===== src/rtl/fetch_unit.sv =====
// Instruction-fetch stage: owns the fetch PC, issues imem requests, fills the IF/ID slot.
// Optional HLT detection is enabled by defining FETCH_HALT_DETECT_EN.
module fetch_unit #(
   parameter logic [15:0] RESET_PC = 16'h0000
) (
   input  logic        clk,
   input  logic        rst,
   input  logic        stall,
   input  logic        branch_taken,
   input  logic [15:0] branch_target,
   output logic        imem_req,
   output logic [15:0] imem_addr,
   input  logic        imem_rdy,
   input  logic [15:0] imem_data,
   output logic        instr_valid,
   output logic [15:0] instr_out,
   output logic [15:0] pc_out,
   output logic [15:0] pc_plus2,
   output logic        halted
);

   typedef enum logic {
      FETCH = 1'b0,
      HALT  = 1'b1
   } state_t;

   state_t      state;
   logic [15:0] fpc;
   logic        buf_valid;
   logic [15:0] buf_instr;
   logic [15:0] buf_pc;

   logic        accept;
   logic        slot_free;
   logic        hlt_word;

   // A full skid buffer or a pending redirect blocks new requests.
   assign imem_req  = (state == FETCH) && !buf_valid && !branch_taken && !rst;
   assign imem_addr = fpc;
   assign accept    = imem_req && imem_rdy;
   assign slot_free = !instr_valid || !stall;
   assign pc_plus2  = pc_out + 16'd2;

`ifdef FETCH_HALT_DETECT_EN
   assign hlt_word = (imem_data[15:12] == 4'hF);
   assign halted   = (state == HALT);
`else
   assign hlt_word = 1'b0;
   assign halted   = 1'b0;
`endif

   always_ff @(posedge clk) begin
      // NOTE: all state is updated with non-blocking assignments so every register samples pre-edge values.
      if (rst) begin
         state       <= FETCH;
         fpc         <= RESET_PC;
         buf_valid   <= 1'b0;
         buf_instr   <= 16'h0000;
         buf_pc      <= 16'h0000;
         instr_valid <= 1'b0;
         instr_out   <= 16'h0000;
         pc_out      <= 16'h0000;
      end else if (branch_taken) begin
         state       <= FETCH;
         fpc         <= branch_target;
         buf_valid   <= 1'b0;
         instr_valid <= 1'b0;
      end else if (accept) begin
         fpc <= fpc + 16'd2;
         if (slot_free) begin
            instr_out   <= imem_data;
            pc_out      <= fpc;
            instr_valid <= 1'b1;
         end else begin
            buf_instr <= imem_data;
            buf_pc    <= fpc;
            buf_valid <= 1'b1;
         end
         if (hlt_word)
            state <= HALT;
      end else if (buf_valid && !stall) begin
         // Drain: accept is impossible here since imem_req is low while the buffer is full.
         instr_out   <= buf_instr;
         pc_out      <= buf_pc;
         instr_valid <= 1'b1;
         buf_valid   <= 1'b0;
      end else if (!stall) begin
         instr_valid <= 1'b0;
      end
   end

endmodule


===== config.mk =====
export PLATFORM = sky130hd
export DESIGN_NAME = fetch_unit
export DESIGN_NICKNAME = d
export VERILOG_FILES = /design/src/rtl/fetch_unit.sv
export SDC_FILE = /design/constraint.sdc
export NUM_CORES = 1
export LEC_CHECK = 0
export CAP_MARGIN = 0
export CORE_ASPECT_RATIO = 0.75
export CORE_MARGIN = 8
export CORE_UTILIZATION = 47
export CTS_CLUSTER_SIZE = 30
export DETAILED_ROUTE_END_ITERATION = 7
export GPL_TIMING_DRIVEN = 0
export PLACE_DENSITY_LB_ADDON = 0.12
export SKIP_CTS_REPAIR_TIMING = 1
export SYNTH_ARGS = -nofsm -noshare
export SYNTH_HDL_FRONTEND = slang
export SYNTH_SLANG_ARGS = --single-unit

===== constraint.sdc =====
create_clock -name clk -period 6.1 [get_ports clk]
set_input_delay 1.22 -clock clk [delete_from_list [all_inputs] [get_ports clk]]
set_output_delay 1.22 -clock clk [all_outputs]
set_load 0.05 [all_outputs]

# [Yosys cells after proc, flatten, opt, wreduce, memory -nomap -nowiden]
# Index checks and enable logic that the tools add are counted.
[word_totals] ff_bits=82 in_bits=37 output_inout_bits=67 wordCells=46
[op_classes] addsub=2 n_eq_ne=3 muxes=15 bitwise=2 n_reduce_logical=17
[op_table] cell="two-way mux 16 bit" count=8
[op_table] cell="adder 16 x 2 -> 16 bit (second input constant)" count=2
[op_table] cell="two-way mux 1 bit" count=7
[op_table] cell="AND reduction 3 bit" count=2
[op_table] cell="zero test 1 bit" count=5
[op_table] cell="logical AND 1 bit" count=4
[op_table] cell="AND reduction 2 bit" count=2
[op_table] cell="nonzero test 2 bit" count=2
[op_table] cell="inequality test 3 x 1 -> 1 bit (second input constant)" count=1
[op_table] cell="inequality test 2 x 1 -> 1 bit (second input constant)" count=1
[op_table] cell="inequality test 2 bit (second input constant)" count=1
[op_table] cell="NOT 1 bit" count=2
[op_table] cell="OR reduction 2 bit" count=1
[op_table] cell="logical OR 1 bit" count=1

# [Longest topological paths before layout]
[logic_depth] depth_word=6 mapped_depth=6 ltp_nobuf=5

# [Worst setup path after synthesis]
# OpenSTA, ideal clock, no wires.
[synth_timing] path_type="input port to output port" startpoint="input branch_taken" endpoint="output imem_req" arrival_time_ns=2.708 required_time_ns=4.880 path_slack_ns=2.172 stages=3 path_buffers=2 path_cell_list="clkbuf_1 buf_1 nor3_1"
[synth_between] elab_chain_cells=3
[synth_rtl] element="start: declaration" line="9" rtl="input logic branch_taken,"
[synth_rtl] element="zero test 1 bit" line="38" rtl="assign imem_req = (state == FETCH) && !buf_valid && !branch_taken && !rst;"
[synth_rtl] element="logical AND 1 bit (2 in series)" line="38"
[synth_rtl] element="end: declaration" line="11" rtl="output logic imem_req,"
# Every way passes these cells.

# [Final worst setup path]
# Same ends and word-level chain as after synthesis.

==> impl.org <==
** Yosys
- Gate count of the mapped netlist :: 520
- In this run, synthesis inferred 0 flip-flops with an integrated enable.
- Library cells used by synthesis :: 41
- Summing the sequential cell areas from Yosys gives between 40 and 50% of the chip area.
- Summing every instance area after synthesis gives about 0.004 mm2.
- The Yosys step of the flow raised 0 warnings.
- The average instance in the mapped netlist occupies roughly 7.5 um2.
- Synthesis produced a netlist with a net count of 559.
- Among all flip-flop cells after synthesis, the most frequent one is sky130_fd_sc_hd__dfxtp_1.
- Async set-reset flop share out of synthesis :: 0%
- Post-synthesis sequential element count :: 82

** Pwr
- Net switching is between 20% and 30% of the power.
- Static leakage :: ~1.6 nW
- Total design power :: roughly 0.0011 W
- Pint :: about 0.0008 W
- Power dissipated by switching net loads :: around 0.0003 W
- The clock network is responsible for roughly 37% of the overall power.
- Share of power burned in registers :: between 50 and 60%
- Combinational cells account for between 10% and 20% of the total power.
- IR analysis of the VDD net gives a maximum drop of roughly 120 uV.
- Power density of the placed cells :: about 210 mW/mm2

** Floorplan
- Die outline area :: between 0.01 and 0.015 mm2
- In this run the horizontal extent of the chip is 121 um.
- The initialized floorplan defines 28 standard-cell rows.
- For this design the top-level I/O count stands at 104.
- In this run the vertical extent of the chip is roughly 95 um.
- Core footprint :: ~0.0080 mm2
- The initial utilization of the core area, before any placement, comes to approximately 49%.

** STA
- Setup Viol. Count Final :: 0
- Static timing analysis puts the maximum clock frequency at between 200 and 250 MHz.
- Period Utilization, post-route :: approximately 79%
- Setup repair after global routing left no endpoint under its margin.
- The number of max-slew violations in the final report was 0.
- In the post-route analysis, the smallest setup slack over all paths is 1260 ps.
- In this run the tightest slew margin relative to its limit is a little under two fifths.
- Final worst path period need :: a little under 5000 ps
- Slew at the pin with the worst max-slew slack :: 940 ps
- Largest clock skew in the final design :: ~7.3 ps
- Post-Route Setup TNS :: 0 ps
- The number of failing hold endpoints at the final stage was 0.

** Finish
- Finished layout cell area :: roughly 0.0053 mm2
- Of the cells placed in the final design, the portion with a size suffix greater than 1 is between 3 and 4%.
- Commonest cells after routing, fill and taps aside :: sky130_fd_sc_hd__nand2_1 (146), sky130_fd_sc_hd__clkdlybuf4s50_1 (102), sky130_fd_sc_hd__dfxtp_1 (82), sky130_fd_sc_hd__a21oi_1 (76), sky130_fd_sc_hd__clkbuf_1 (41)
- Fin util :: 65.9%
- Total of fill cells in the finished design :: just over 700
- Most common cell after layout, fill and taps aside :: sky130_fd_sc_hd__nand2_1
- Growth of design area from synthesis to finish :: 34.8%
- Diodes inserted :: 0
- Final Net Count :: between 600 and 700

** Setup path
- Among cell families on the critical path, the largest total delay comes from buffers and inverters.
- STA classifies the critical path startpoint as an input port.
- Maximum fanout count along the critical path :: 10
- Buffers plus inverters on the worst setup path :: 4
- Cell at the slowest stage of the critical path :: sky130_fd_sc_hd__clkdlybuf4s50_1
- For this run, the slowest stage of the critical path takes approximately 730 ps.
- Data on the critical path is required at its endpoint by 4880 ps.
- The signal on the critical path passes through clkdlybuf4s50_1 > clkbuf_1 > buf_1 > nor3_1 > clkdlybuf4s50_1.
- Critical path's most frequent cell :: sky130_fd_sc_hd__clkdlybuf4s50_1
- Data arrives at the worst endpoint at about 3600 ps.
- STA classifies the critical path endpoint as an output port.
- Worst Path Class, Setup :: input port to output port

** Placement
- The congestion estimate from routability-driven global placement came to between 0.9 and 1.
- Once detailed placement completed, the half-perimeter wirelength came to 9640 um.
- Pre-CTS setup slack :: approximately 1300 ps
- Placement Cell Area :: between 0.005 and 0.006 mm2
- Port bufs :: between 100 and 150

** Clock tree
- Register clock-pin slew on the reported worst setup and hold paths :: approximately 80 ps
- TritonCTS clock tree :: done
- Counting along the longest clock path gives a buffer depth of 2.
- Clock Latency Late Sink :: roughly 360 ps
- Counting the buffers created by CTS gives 9.
- Count of H-tree levels built during CTS :: 3
- Counting every sink on the clock net gives between 80 and 90.
- The cell sitting at the root of the clock tree is a sky130_fd_sc_hd__clkbuf_8.

** Detailed routing
- Count of vias placed by the detailed router :: about 4300
- # DRC :: 0
- Total wire length :: 13100 um
- Number of antenna-violating nets in the routed design :: 0
- The first routing iteration left ~480 violations.
- Wire length per cell :: 17.6 um
- Drt first pass iters :: 5
- After detailed routing, the number of vias per cell comes to a little under 6.

** Global routing
- Total congestion overflow after global routing :: 0
- Total routing usage reported by global routing :: between 20 and 25%
- Largest net degree at the start of global routing :: 14
- The initial antenna violation count came to 0.
- First-pass GRT wire length :: 21000 um
- Vias in the first global route :: a little over 4000

** Min path
- Hold Path Class :: register to register

** Status
- Status :: complete, no violations

** Run
- Across the run, the number of max-cap violations was 0.
per-layer routing:
layer / wire length, um / global-route usage (%) / vias up
met1: 5570 / 28.6 / 1996
met5: 0 / 0 / -
met2: 5930 / 36.6 / 235
li1: - / - / 2031
met3: 1360 / 6.98 / 27
met4: 197 / 7.47 / 0
area by class of cell:
type / count / area, um2 / area share, %
Sequential cell: 82 / 1640 / 31.2
Timing Repair Buffer: 102 / 1020 / 19.4
Multi-Input combinational cell: 387 / 2060 / 39.2
Inverter: 6 / 22.5 / 0.428
Clock buffer: 12 / 155 / 2.95
Tap cell: 105 / 131 / 2.50
Clock inverter: 4 / 50.0 / 0.951
Buffer: 45 / 178 / 3.38
registers in the layout, indices dropped and copies added, names as in the netlist:
name         count
buf_instr       16
buf_pc          16
imem_addr       16
instr_out       16
pc_out          16
buf_valid        1
instr_valid      1
through the flow:
stage	hold slack [ps]	instances
final	459	743
after detailed placement	448	727
after global placement	442	727
after global routing	477	743
after floorplan	437	520
after CTS	460	743
power by group through the flow:
stage | registers (W) | logic, W | clock network (W)
6_report | 0.000556 | 0.000139 | 0.000409
3_5_place_dp | 0.000568 | 0.000137 | 0
2_1_floorplan | 0.000590 | 0.0000491 | 0
3_3_place_gp | 0.000567 | 0.000135 | 0
5_1_grt | 0.000557 | 0.000148 | 0.000437
4_1_cts | 0.000555 | 0.000138 | 0.000413
Yosys cell counts, types with 2 or more instances:
master                     number  area [um2]
sky130_fd_sc_hd__ha_1           2        25.0
sky130_fd_sc_hd__a32oi_1        2        17.5
sky130_fd_sc_hd__a21oi_1       76         380
sky130_fd_sc_hd__inv_1          6        22.5
sky130_fd_sc_hd__nor2_1        12        45.0
sky130_fd_sc_hd__and3_1         3        18.8
sky130_fd_sc_hd__dfxtp_1       82        1640
sky130_fd_sc_hd__o21ai_0       36         180
sky130_fd_sc_hd__or4_1          2        15.0
sky130_fd_sc_hd__buf_1          2        7.51
sky130_fd_sc_hd__nand4_1        9        56.3
sky130_fd_sc_hd__nand2b_1       3        18.8
sky130_fd_sc_hd__buf_4          2        15.0
sky130_fd_sc_hd__nand2_1      146         548
sky130_fd_sc_hd__nor3_1         7        35.0
sky130_fd_sc_hd__o311ai_0       2        17.5
sky130_fd_sc_hd__clkbuf_1      40         150
sky130_fd_sc_hd__mux2_2         3        33.8
sky130_fd_sc_hd__a31oi_1        3        18.8
sky130_fd_sc_hd__xnor2_1       10        87.6
sky130_fd_sc_hd__a211o_1       32         280
sky130_fd_sc_hd__nand3_1       10        50.1
sky130_fd_sc_hd__a211oi_1       2        15.0
sky130_fd_sc_hd__xor2_1         6        52.6
sky130_fd_sc_hd__nor4_1         5        31.3
sky130_fd_sc_hd__o21a_1         2        15.0
final timing paths:
kind | from | to | slack [ps] | cells past startpoint
setup / recovery | branch_taken | imem_req | 1260 | 5
hold / removal | buf_instr[7] | buf_instr[7] | 460 | 2
setup reg to reg | buf_valid | imem_addr[15] | 3830 | 5
hold reg to reg | buf_instr[7] | buf_instr[7] | 460 | 2
worst reg2reg max path, stage by stage (launching register included):
cell	delay [ps]
sky130_fd_sc_hd__dfxtp_1	370
sky130_fd_sc_hd__or4b_1	540
sky130_fd_sc_hd__buf_2	180
sky130_fd_sc_hd__or3_4	410
sky130_fd_sc_hd__or4_1	480
sky130_fd_sc_hd__a31oi_1	200
cells by family after synthesis:
logic type	synth area share, %
AND/OR/NAND/NOR	22.4
multiplexers	1.12
buffers and inverters	5.13
other	0.0961
adder cells (fa/ha/maj)	0.641
XOR/XNOR	3.59
flip-flops	42.1
AO/OA/AOI/OAI	24.9
Note: power is estimated with default switching activity, not from simulation.
